File: src/rtl/hilbert_iq_multichannel_if.sv
// Sample/result bundle between the ADC tick domain and the time-multiplexed Hilbert IQ core.
interface hilbert_iq_multichannel_if #(
  parameter int NUM_BITS     = 24,
  parameter int COEFF_LENGTH = 13,
  parameter int NUM_CH       = 2
);
  logic                       tick_i;
  logic signed [NUM_BITS-1:0] signal_i    [NUM_CH];
  logic signed [NUM_BITS-1:0] ha_coeffs_i [COEFF_LENGTH];
  logic signed [NUM_BITS-1:0] sin_o       [NUM_CH];
  logic signed [NUM_BITS-1:0] cos_o       [NUM_CH];
  logic                       done_o;
  logic                       busy_o;
  logic                       overrun_o;

  modport master (output tick_i, signal_i, ha_coeffs_i,
                  input  sin_o, cos_o, done_o, busy_o, overrun_o);
  modport slave  (input  tick_i, signal_i, ha_coeffs_i,
                  output sin_o, cos_o, done_o, busy_o, overrun_o);
endinterface

File: src/rtl/hilbert_iq_multichannel.sv
// Multichannel Hilbert IQ generator: one shared MAC walks every (channel, tap) pair per tick.
// Optional macro HILBERT_IQ_SATURATE_EN clamps cos_o instead of wrapping it.
module hilbert_iq_multichannel #(
  parameter int NUM_BITS     = 24,
  parameter int COEFF_LENGTH = 13,
  parameter int NUM_CH       = 2
) (
  input  logic                        clk_i,
  input  logic                        reset_i,
  hilbert_iq_multichannel_if.slave    bus
);
  localparam int PROD_W = 2 * NUM_BITS;
  localparam int ACC_W  = PROD_W + $clog2(COEFF_LENGTH);
  localparam int D      = (COEFF_LENGTH - 1) / 2;
  localparam int KW     = $clog2(COEFF_LENGTH);
  localparam int CW     = (NUM_CH > 1) ? $clog2(NUM_CH) : 1;
  localparam logic [KW-1:0] K_LAST  = KW'(COEFF_LENGTH - 1);
  localparam logic [CW-1:0] CH_LAST = CW'(NUM_CH - 1);
  localparam logic signed [ACC_W-1:0] HALF_LSB =
    {{(ACC_W-NUM_BITS+1){1'b0}}, 1'b1, {(NUM_BITS-2){1'b0}}};
`ifdef HILBERT_IQ_SATURATE_EN
  localparam logic signed [ACC_W-1:0] SAT_MAX = {{(ACC_W-NUM_BITS+1){1'b0}}, {(NUM_BITS-1){1'b1}}};
  localparam logic signed [ACC_W-1:0] SAT_MIN = {{(ACC_W-NUM_BITS+1){1'b1}}, {(NUM_BITS-1){1'b0}}};
`endif

  typedef enum logic [1:0] {IDLE = 2'd0, WRITE = 2'd1, MAC = 2'd2, OUT = 2'd3} state_t;

  state_t                     state_q, state_d;
  logic [KW-1:0]              wp_q, k_q;
  logic [CW-1:0]              ch_q;
  logic signed [ACC_W-1:0]    acc_q;
  logic signed [NUM_BITS-1:0] buf_q [NUM_CH][COEFF_LENGTH];
  logic signed [NUM_BITS-1:0] smp_q [NUM_CH];
  logic signed [NUM_BITS-1:0] sin_q [NUM_CH];
  logic signed [NUM_BITS-1:0] cos_q [NUM_CH];
  logic                       done_q, busy_q, overrun_q;

  logic [KW-1:0]              wp_next_s, tap_s, sin_idx_s;
  logic signed [PROD_W-1:0]   prod_s;
  logic signed [ACC_W-1:0]    acc_sum_s, res_s;
  logic                       last_tap_s, last_ch_s;

  // Circular index (base - off) mod COEFF_LENGTH using a conditional add instead of a divider.
  function automatic logic [KW-1:0] tap_index(input logic [KW-1:0] base, input logic [KW-1:0] off);
    if (base >= off) begin
      tap_index = base - off;
    end else begin
      tap_index = base + KW'(COEFF_LENGTH) - off;
    end
  endfunction

  function automatic logic signed [NUM_BITS-1:0] narrow(input logic signed [ACC_W-1:0] v);
`ifdef HILBERT_IQ_SATURATE_EN
    if (v > SAT_MAX) begin
      narrow = SAT_MAX[NUM_BITS-1:0];
    end else if (v < SAT_MIN) begin
      narrow = SAT_MIN[NUM_BITS-1:0];
    end else begin
      narrow = v[NUM_BITS-1:0];
    end
`else
    narrow = v[NUM_BITS-1:0];
`endif
  endfunction

  // Tap addressing and the single shared multiply-accumulate.
  always_comb begin
    wp_next_s  = (wp_q == K_LAST) ? {KW{1'b0}} : wp_q + KW'(1);
    tap_s      = tap_index(wp_q, k_q);
    sin_idx_s  = tap_index(wp_q, KW'(D));
    prod_s     = bus.ha_coeffs_i[k_q] * buf_q[ch_q][tap_s];
    acc_sum_s  = acc_q + {{(ACC_W-PROD_W){prod_s[PROD_W-1]}}, prod_s};
    res_s      = (acc_sum_s + HALF_LSB) >>> (NUM_BITS - 1);
    last_tap_s = (k_q == K_LAST);
    last_ch_s  = (ch_q == CH_LAST);
  end

  // Next-state logic of the sequencer.
  always_comb begin
    state_d = state_q;
    case (state_q)
      IDLE:    if (bus.tick_i) state_d = WRITE; else state_d = IDLE;
      WRITE:   state_d = MAC;
      MAC:     if (last_tap_s && last_ch_s) state_d = OUT; else state_d = MAC;
      OUT:     state_d = IDLE;
      default: state_d = IDLE;
    endcase
  end

  // State register.
  always_ff @(posedge clk_i or posedge reset_i) begin
    if (reset_i) state_q <= IDLE;
    else         state_q <= state_d;
  end

  // Sample buffers, MAC walk, result registers and status flags.
  always_ff @(posedge clk_i or posedge reset_i) begin
    if (reset_i) begin
      wp_q      <= {KW{1'b0}};
      k_q       <= {KW{1'b0}};
      ch_q      <= {CW{1'b0}};
      acc_q     <= {ACC_W{1'b0}};
      done_q    <= 1'b0;
      busy_q    <= 1'b0;
      overrun_q <= 1'b0;
      for (int c = 0; c < NUM_CH; c++) begin
        smp_q[c] <= {NUM_BITS{1'b0}};
        sin_q[c] <= {NUM_BITS{1'b0}};
        cos_q[c] <= {NUM_BITS{1'b0}};
        for (int k = 0; k < COEFF_LENGTH; k++) buf_q[c][k] <= {NUM_BITS{1'b0}};
      end
    end else begin
      case (state_q)
        IDLE: begin
          if (bus.tick_i) begin
            for (int c = 0; c < NUM_CH; c++) smp_q[c] <= bus.signal_i[c];
          end
        end
        WRITE: begin
          // Newest sample lands at the advanced pointer so tap 0 reads wp itself.
          for (int c = 0; c < NUM_CH; c++) buf_q[c][wp_next_s] <= smp_q[c];
          wp_q  <= wp_next_s;
          acc_q <= {ACC_W{1'b0}};
          k_q   <= {KW{1'b0}};
          ch_q  <= {CW{1'b0}};
        end
        MAC: begin
          if (last_tap_s) begin
            cos_q[ch_q] <= narrow(res_s);
            sin_q[ch_q] <= buf_q[ch_q][sin_idx_s];
            acc_q       <= {ACC_W{1'b0}};
            k_q         <= {KW{1'b0}};
            ch_q        <= ch_q + CW'(1);
          end else begin
            acc_q <= acc_sum_s;
            k_q   <= k_q + KW'(1);
          end
        end
        default: begin
        end
      endcase

      done_q <= (state_q == MAC) && last_tap_s && last_ch_s;
      if ((state_q == IDLE) && bus.tick_i) busy_q <= 1'b1;
      else if (state_q == OUT)              busy_q <= 1'b0;
      else                                  busy_q <= busy_q;
      if (bus.tick_i && busy_q) overrun_q <= 1'b1;
      else                      overrun_q <= overrun_q;
    end
  end

  assign bus.sin_o     = sin_q;
  assign bus.cos_o     = cos_q;
  assign bus.done_o    = done_q;
  assign bus.busy_o    = busy_q;
  assign bus.overrun_o = overrun_q;
endmodule

File: src/flat_wrapper.sv
// flat-port wrapper written by rule: the top's interface ports become plain ports
module hilbert_iq_multichannel_flat 
#(
  parameter int NUM_BITS     = 24,
  parameter int COEFF_LENGTH = 13,
  parameter int NUM_CH       = 2
)
  (clk_i, reset_i, bus_tick_i, bus_signal_i, bus_ha_coeffs_i, bus_sin_o, bus_cos_o, bus_done_o, bus_busy_o, bus_overrun_o);
  hilbert_iq_multichannel_if #(.NUM_BITS(NUM_BITS), .COEFF_LENGTH(COEFF_LENGTH), .NUM_CH(NUM_CH)) bus_i ();
  input  logic clk_i;
  input  logic reset_i;
  input wire logic [$bits(bus_i.tick_i)-1:0] bus_tick_i;
  input wire logic [$bits(bus_i.signal_i)-1:0] bus_signal_i;
  input wire logic [$bits(bus_i.ha_coeffs_i)-1:0] bus_ha_coeffs_i;
  output wire logic [$bits(bus_i.sin_o)-1:0] bus_sin_o;
  output wire logic [$bits(bus_i.cos_o)-1:0] bus_cos_o;
  output wire logic [$bits(bus_i.done_o)-1:0] bus_done_o;
  output wire logic [$bits(bus_i.busy_o)-1:0] bus_busy_o;
  output wire logic [$bits(bus_i.overrun_o)-1:0] bus_overrun_o;
  assign bus_i.tick_i = bus_tick_i;
  assign bus_i.signal_i = {>>{bus_signal_i}};
  assign bus_i.ha_coeffs_i = {>>{bus_ha_coeffs_i}};
  assign bus_sin_o = {>>{bus_i.sin_o}};
  assign bus_cos_o = {>>{bus_i.cos_o}};
  assign bus_done_o = bus_i.done_o;
  assign bus_busy_o = bus_i.busy_o;
  assign bus_overrun_o = bus_i.overrun_o;
  hilbert_iq_multichannel #(.NUM_BITS(NUM_BITS), .COEFF_LENGTH(COEFF_LENGTH), .NUM_CH(NUM_CH)) u_core (.clk_i(clk_i), .reset_i(reset_i), .bus(bus_i));
endmodule
File: config.mk
export PLATFORM = sky130hd
export DESIGN_NAME = hilbert_iq_multichannel_flat
export DESIGN_NICKNAME = d
export VERILOG_FILES = /design/src/rtl/hilbert_iq_multichannel_if.sv /design/src/rtl/hilbert_iq_multichannel.sv /design/src/flat_wrapper.sv
export SDC_FILE = /design/constraint.sdc
export NUM_CORES = 2
export LEC_CHECK = 0
export BUFFER_PORTS_ARGS = -buffer_cell sky130_fd_sc_hd__buf_2
export CAP_MARGIN = 20
export CORE_MARGIN = 4
export CORE_UTILIZATION = 57
export DETAILED_ROUTE_END_ITERATION = 8
export PLACE_DENSITY_LB_ADDON = 0.05
export SETUP_SLACK_MARGIN = 0.02
export SLEW_MARGIN = 20
export SYNTH_ARGS = -nofsm -noshare
export SYNTH_HDL_FRONTEND = slang
export SYNTH_SLANG_ARGS = --single-unit
File: constraint.sdc
create_clock -name clk_i -period 22.7 [get_ports clk_i]
set_clock_uncertainty 0.2 [all_clocks]
set_input_delay 1.135 -clock clk_i [delete_from_list [all_inputs] [get_ports clk_i]]
set_output_delay 1.135 -clock clk_i [all_outputs]
set_load 0.03 [all_outputs]
# == After elaboration in Yosys (flattened, before gate mapping) ==
# Cells that the tools add are included.
# word_totals
regBits,834
# op_classes
addsub,10
n_mul,1
magnitude_cmp,9
eq_ne,6
muxes,34
n_bitwise,5
n_reduce_logical,13
# ops
op,count
312-bit two-way mux,3
312-bit bitwise mux,2
24-bit binary-select mux with 4-bit select,3
24-bit two-way mux,8
52-bit case mux with 2 select lines,1
48-bit bitwise mux,2
24-bit demux with 4-bit select,1
52-bit adder,1
52-bit two-way mux,1
24-bit by 24-bit multiplier with 48-bit output,1
47-bit by 24-bit adder with 47-bit output (second input constant),1
24-bit demux with 1-bit select,1
5-bit >= comparator (second input constant),4
4-bit NOT with 5-bit output,4
4-bit two-way mux,4
4-bit by 1-bit adder with 4-bit output (second input constant),2
4-bit == test (second input constant),2
2-bit case mux with 4 select lines,1
4-bit case mux with 2 select lines,1
4-bit by 3-bit subtractor with 4-bit output (second input constant),2
4-bit subtractor,2
1-bit logical AND,7
2-bit AND reduction,3
5-bit by 1-bit less-than comparator with 1-bit output (second input constant),1
other kinds (14),20

# == Longest topological paths before layout ==
# logic_depth
ltp_word,11
ltp_mapped,57

# == Worst setup path after synthesis ==
# No wires, ideal clock.
# synth_path
path_type,register -> register
start,register u_core.k_q[1]
end,"register u_core.cos_q, in the netlist u_core.bus.cos_o[20]"
arrival_time_ns,14.245
t_required_ns,22.375
path_slack_ns,8.131
stages_incl_launch_ff,55
period_less_slack_ns,14.569
cell_sequence,dfrtp_1 > clkbuf_1 > clkbuf_1 > clkbuf_1 > inv_1 > fa_1 > o2111a_1 > or3_1 > nor2_4 > buf_4 > buf_4 > buf_2 > mux4_2 > nand2_1 > a31oi_1 > o21ai_0 > clkbuf_1 > nor2_1 > (+19 left out) > a21oi_1 > nor2b_1 > o21ai_0 > a21boi_0 > ha_1 > and2_1 > a311o_1 > a21o_1 > a2111oi_4 > a22oi_2 > a21o_1 > a41oi_1 > xor2_1 > nor3_1 > and4_4 > or3b_1 > xor2_1 > mux2_2
# synth_via
elab_chain_cells,10
# synth_lines
element,line,source
start: declaration,hilbert_iq_multichannel.sv:29,"logic [KW-1:0] wp_q, k_q;"
start signal: assignment,hilbert_iq_multichannel.sv:100,k_q <= {KW{1'b0}};
start signal: assignment,hilbert_iq_multichannel.sv:124,k_q <= {KW{1'b0}};
start signal: assignment,hilbert_iq_multichannel.sv:132,k_q <= {KW{1'b0}};
"4-bit subtractor, or another cell as far along",hilbert_iq_multichannel.sv:48,tap_index = base + KW'(COEFF_LENGTH) - off;
4-bit two-way mux,hilbert_iq_multichannel.sv:45,if (base >= off) begin
4-bit NOT with 5-bit output (implied by the code),hilbert_iq_multichannel.sv:71,prod_s = bus.ha_coeffs_i[k_q] * buf_q[ch_q][tap_s];
24-bit binary-select mux with 4-bit select,hilbert_iq_multichannel.sv:71,
24-bit two-way mux (implied by the code) (2 in a row),hilbert_iq_multichannel.sv:71,
24-bit by 24-bit multiplier with 48-bit output,hilbert_iq_multichannel.sv:71,
52-bit adder,hilbert_iq_multichannel.sv:72,"acc_sum_s = acc_q + {{(ACC_W-PROD_W){prod_s[PROD_W-1]}}, prod_s};"
47-bit by 24-bit adder with 47-bit output,hilbert_iq_multichannel.sv:73,res_s = (acc_sum_s + HALF_LSB) >>> (NUM_BITS - 1);
48-bit bitwise mux,hilbert_iq_multichannel.sv:129,cos_q[ch_q] <= narrow(res_s);
end signal: indexed assignment,hilbert_iq_multichannel.sv:109,cos_q[c] <= {NUM_BITS{1'b0}};
end signal: indexed assignment,hilbert_iq_multichannel.sv:129,
end: declaration,hilbert_iq_multichannel.sv:35,logic signed [NUM_BITS-1:0] cos_q [NUM_CH];
# Several ways; a longest one is shown, not always the timed one. The select of a mux whose other input is x is not followed.
# A chain may end at the register's enable or synchronous reset.

# == Final worst setup path ==
# layout_path
start,register u_core.k_q[2]
end,"register u_core.cos_q, in the netlist u_core.bus.cos_o[44]"
# The elaborated chain is that of the path after synthesis.

==> results.txt <==
Status = finished, final reports clean
GRT met2 Usage = 55.3%
Clock sinks = 829
GRT overflow = 0
Top cell by count, worst path = fa_1
DR DRC count = 0
Post-synthesis net count = 7,103
# port buffers = 461
Max Fclk = 59.1 MHz
Area delta synth->final = 10.5%
Gp weighted congestion = 0.963
Unrepaired setup endpoints after global routing = false
Sequential fraction of the synthesis area = 30.7%
Final setup fails = 0
Grt met3 use = 6.26%
Avg WL per Cell = 26.6 um
Clock slew seen by the registers of the worst setup and hold paths = 60 ps
# fillers = 9,551
Initial antenna violation count = 31
Root Driver = clkbuf_16
CTS buffer count = 93
Post-DP HPWL = 145,000 um
Largest net degree at the start of global routing = 117
Cell variety after synth = 86
Met1 Use GR = 44.6%
Routed Antenna Nets = 0
Total I/O pin count = 462
Clk_lat worst skew = 680 ps
Post-synth EDFFs = 0
Cts hold-fix bufs = 0
DIE WIDTH = 352 um
CTS tree = built
CP Max Fanout = 88
Primary FF master, synth = dfrtp_1
Gr usage total = 33.9%
DR pass1 iterations = 5
Postcts setup bufs = 0
Resized cells post-CTS = 0
Final Cycle Share = 74.5%
Area of the die = 124,000 um2
Via/cell ratio = 6.25
Max incr delay on CP = 890 ps
First-pass GRT wire length = 321,000 um
Slew at the pin with the worst max-slew slack = 1230 ps
Clock Tree Buf Depth = 3
Total Routed Length = 208,000 um
GR peak layer = met2
Post-layout min period = 16,910 ps
Async SR Flop Fraction = 100%
Critical Path Start Type = flop
Crit Path Category = reg -> reg
Mean Syn Cell Area = 11.4 um2
Synth Instances = 5,937
Final nets = 7,362
Final Max Slew Viols = 0
Netlist Area Pre-Place = 67,500 um2
Share of the synthesized area in the top cell type = 30.7%
Slowest cell on crit path = dfrtp_1
Vias = 48,900
CP required = 23,070 ps
Endpoint class of the critical path = flop
Yosys reg bits = 829
Max-Slew Margin vs Limit = 16.9%
DRT iter0 DRCs = 3,998
YS warnings = 0
Setup TNS Final = 0 ps
Die H = 352 um
Final Hold Viols = 0
Starting density of the core = 57.3%
Core area = 118,000 um2
Area leader, netlist = dfrtp_1
Critical Path AT = 17,270 ps
Max_cap viols = 0
Ranking of synthesized cells by area = dfrtp_1 31%, fa_1 18%, mux4_2 12%
Vias in the first global route = 51,600
Row count = 126
Worst hold path class = reg -> reg
Share of layout cells above drive strength 1 = 30.0%
H-tree depth = 3
## synthesized netlist by cell type, drive strengths merged, types with 110 or more instances
cell type,instances
dfrtp,829
a21oi,110
mux4,350
nand2,629
inv,680
nor2,234
clkbuf,284
ha,201
mux2,698
fa,602
o21ai,196
buf,126
## state kept, by name (all words and copies together) (netlist names)
| signal | cells |
|---|---|
| u_core.acc_q | 47 |
| u_core.buf_q | 624 |
| u_core.bus.busy_o | 1 |
| u_core.bus.cos_o | 48 |
| u_core.bus.done_o | 1 |
| u_core.bus.overrun_o | 1 |
| u_core.bus.sin_o | 48 |
| u_core.ch_q | 1 |
| u_core.k_q | 4 |
| u_core.smp_q | 48 |
| u_core.state_q | 2 |
| u_core.wp_q | 4 |
## layout by cell type, fill, tap and decap left out, types with 15 or more instances in the layout
| cell | instances |
|---|---|
| buf_4 | 107 |
| diode_2 | 22 |
| mux2i_1 | 104 |
| fa_1 | 602 |
| and2_1 | 53 |
| nand3_1 | 45 |
| xor2_1 | 46 |
| and3_1 | 38 |
| clkbuf_8 | 21 |
| nor2b_1 | 97 |
| nor2_1 | 224 |
| clkbuf_16 | 93 |
| xnor2_1 | 79 |
| clkinv_2 | 16 |
| a31oi_1 | 23 |
| nand2_1 | 627 |
| o221ai_1 | 15 |
| o21ai_0 | 173 |
| mux2_2 | 698 |
| o22ai_1 | 62 |
| a21oi_1 | 107 |
| inv_1 | 676 |
| o211ai_1 | 35 |
| a21o_1 | 63 |
| nand4_1 | 15 |
| ha_1 | 200 |
| o21a_1 | 31 |
| nand2b_1 | 78 |
| dfrtp_1 | 826 |
| or2_2 | 25 |
| buf_2 | 461 |
| mux4_2 | 350 |
## path summary, 6_finish.rpt
path,from,to,slack [ps],depth (start not counted)
worst min-delay path,u_core.bus.cos_o[38],u_core.bus.cos_o[38],270,2
min in group asynchronous,reset_i,u_core.smp_q[24],540,3
worst max-delay path,u_core.k_q[2],u_core.bus.cos_o[44],5790,50
worst min register to register,u_core.bus.cos_o[38],u_core.bus.cos_o[38],270,2
worst max register to register,u_core.k_q[2],u_core.bus.cos_o[44],5790,50
max in group asynchronous,reset_i,u_core.acc_q[3],17290,8
## area by class of cell
| class | count | area (um2) | share of cell area [%] |
|---|---|---|---|
| tap | 1536 | 1920 | 2.58 |
| timing repair buffer | 574 | 3190 | 4.27 |
| clock inverter | 36 | 463 | 0.621 |
| clock buffer | 128 | 2670 | 3.58 |
| sequential | 829 | 20800 | 27.8 |
| antenna | 22 | 55.1 | 0.0738 |
| multi-input combinational | 4016 | 43000 | 57.6 |
| inverter | 682 | 2570 | 3.44 |
## cell families after synthesis
group                      share of synthesized area, %
DFF                                                30.7
xor gates and xnor gates                           1.69
buffers and inverters                              6.19
and+or+nand+nor                                    8.52
muxes                                              24.9
adders and majority gates                          21.6
AOI/OAI and AO/OA                                  6.39
## per-layer routing
| metal | vias to the layer above | part of all wire [%] |
|---|---|---|
| met5 | - | 0.034 |
| met4 | 12 | 5.1 |
| met3 | 510 | 6.9 |
| met2 | 1799 | 48 |
| met1 | 25800 | 40 |
| li1 | 20800 | - |
## critical path, delay by kind of cell, from the launching register on
kind | cells | cell delay [ps]
fa+ha+maj | 10 | 4720
compound gates | 14 | 3640
simple gates | 12 | 3300
buf+inv | 10 | 2370
flops | 1 | 890
mux | 2 | 880
xor+xnor | 2 | 400
## metrics by stage
stage | worst slack (ps) | std cells | instance area (um2) | utilization [%] | hold slack [ps]
5_1_grt | 4440 | 7818 | 74600 | 63.3 | 310
3_5_place_dp | 5880 | 7635 | 71400 | 60.6 | 259
4_1_cts | 5880 | 7799 | 74500 | 63.3 | 274
2_1_floorplan | 8130 | 5937 | 67500 | - | 275
3_3_place_gp | 6280 | 7635 | 71400 | 60.6 | 253
6_report | 5790 | 7823 | 74600 | 63.3 | 272
Power is not shown: default switching activity piles up to over one toggle a cycle in this logic, so the estimate is an artifact.
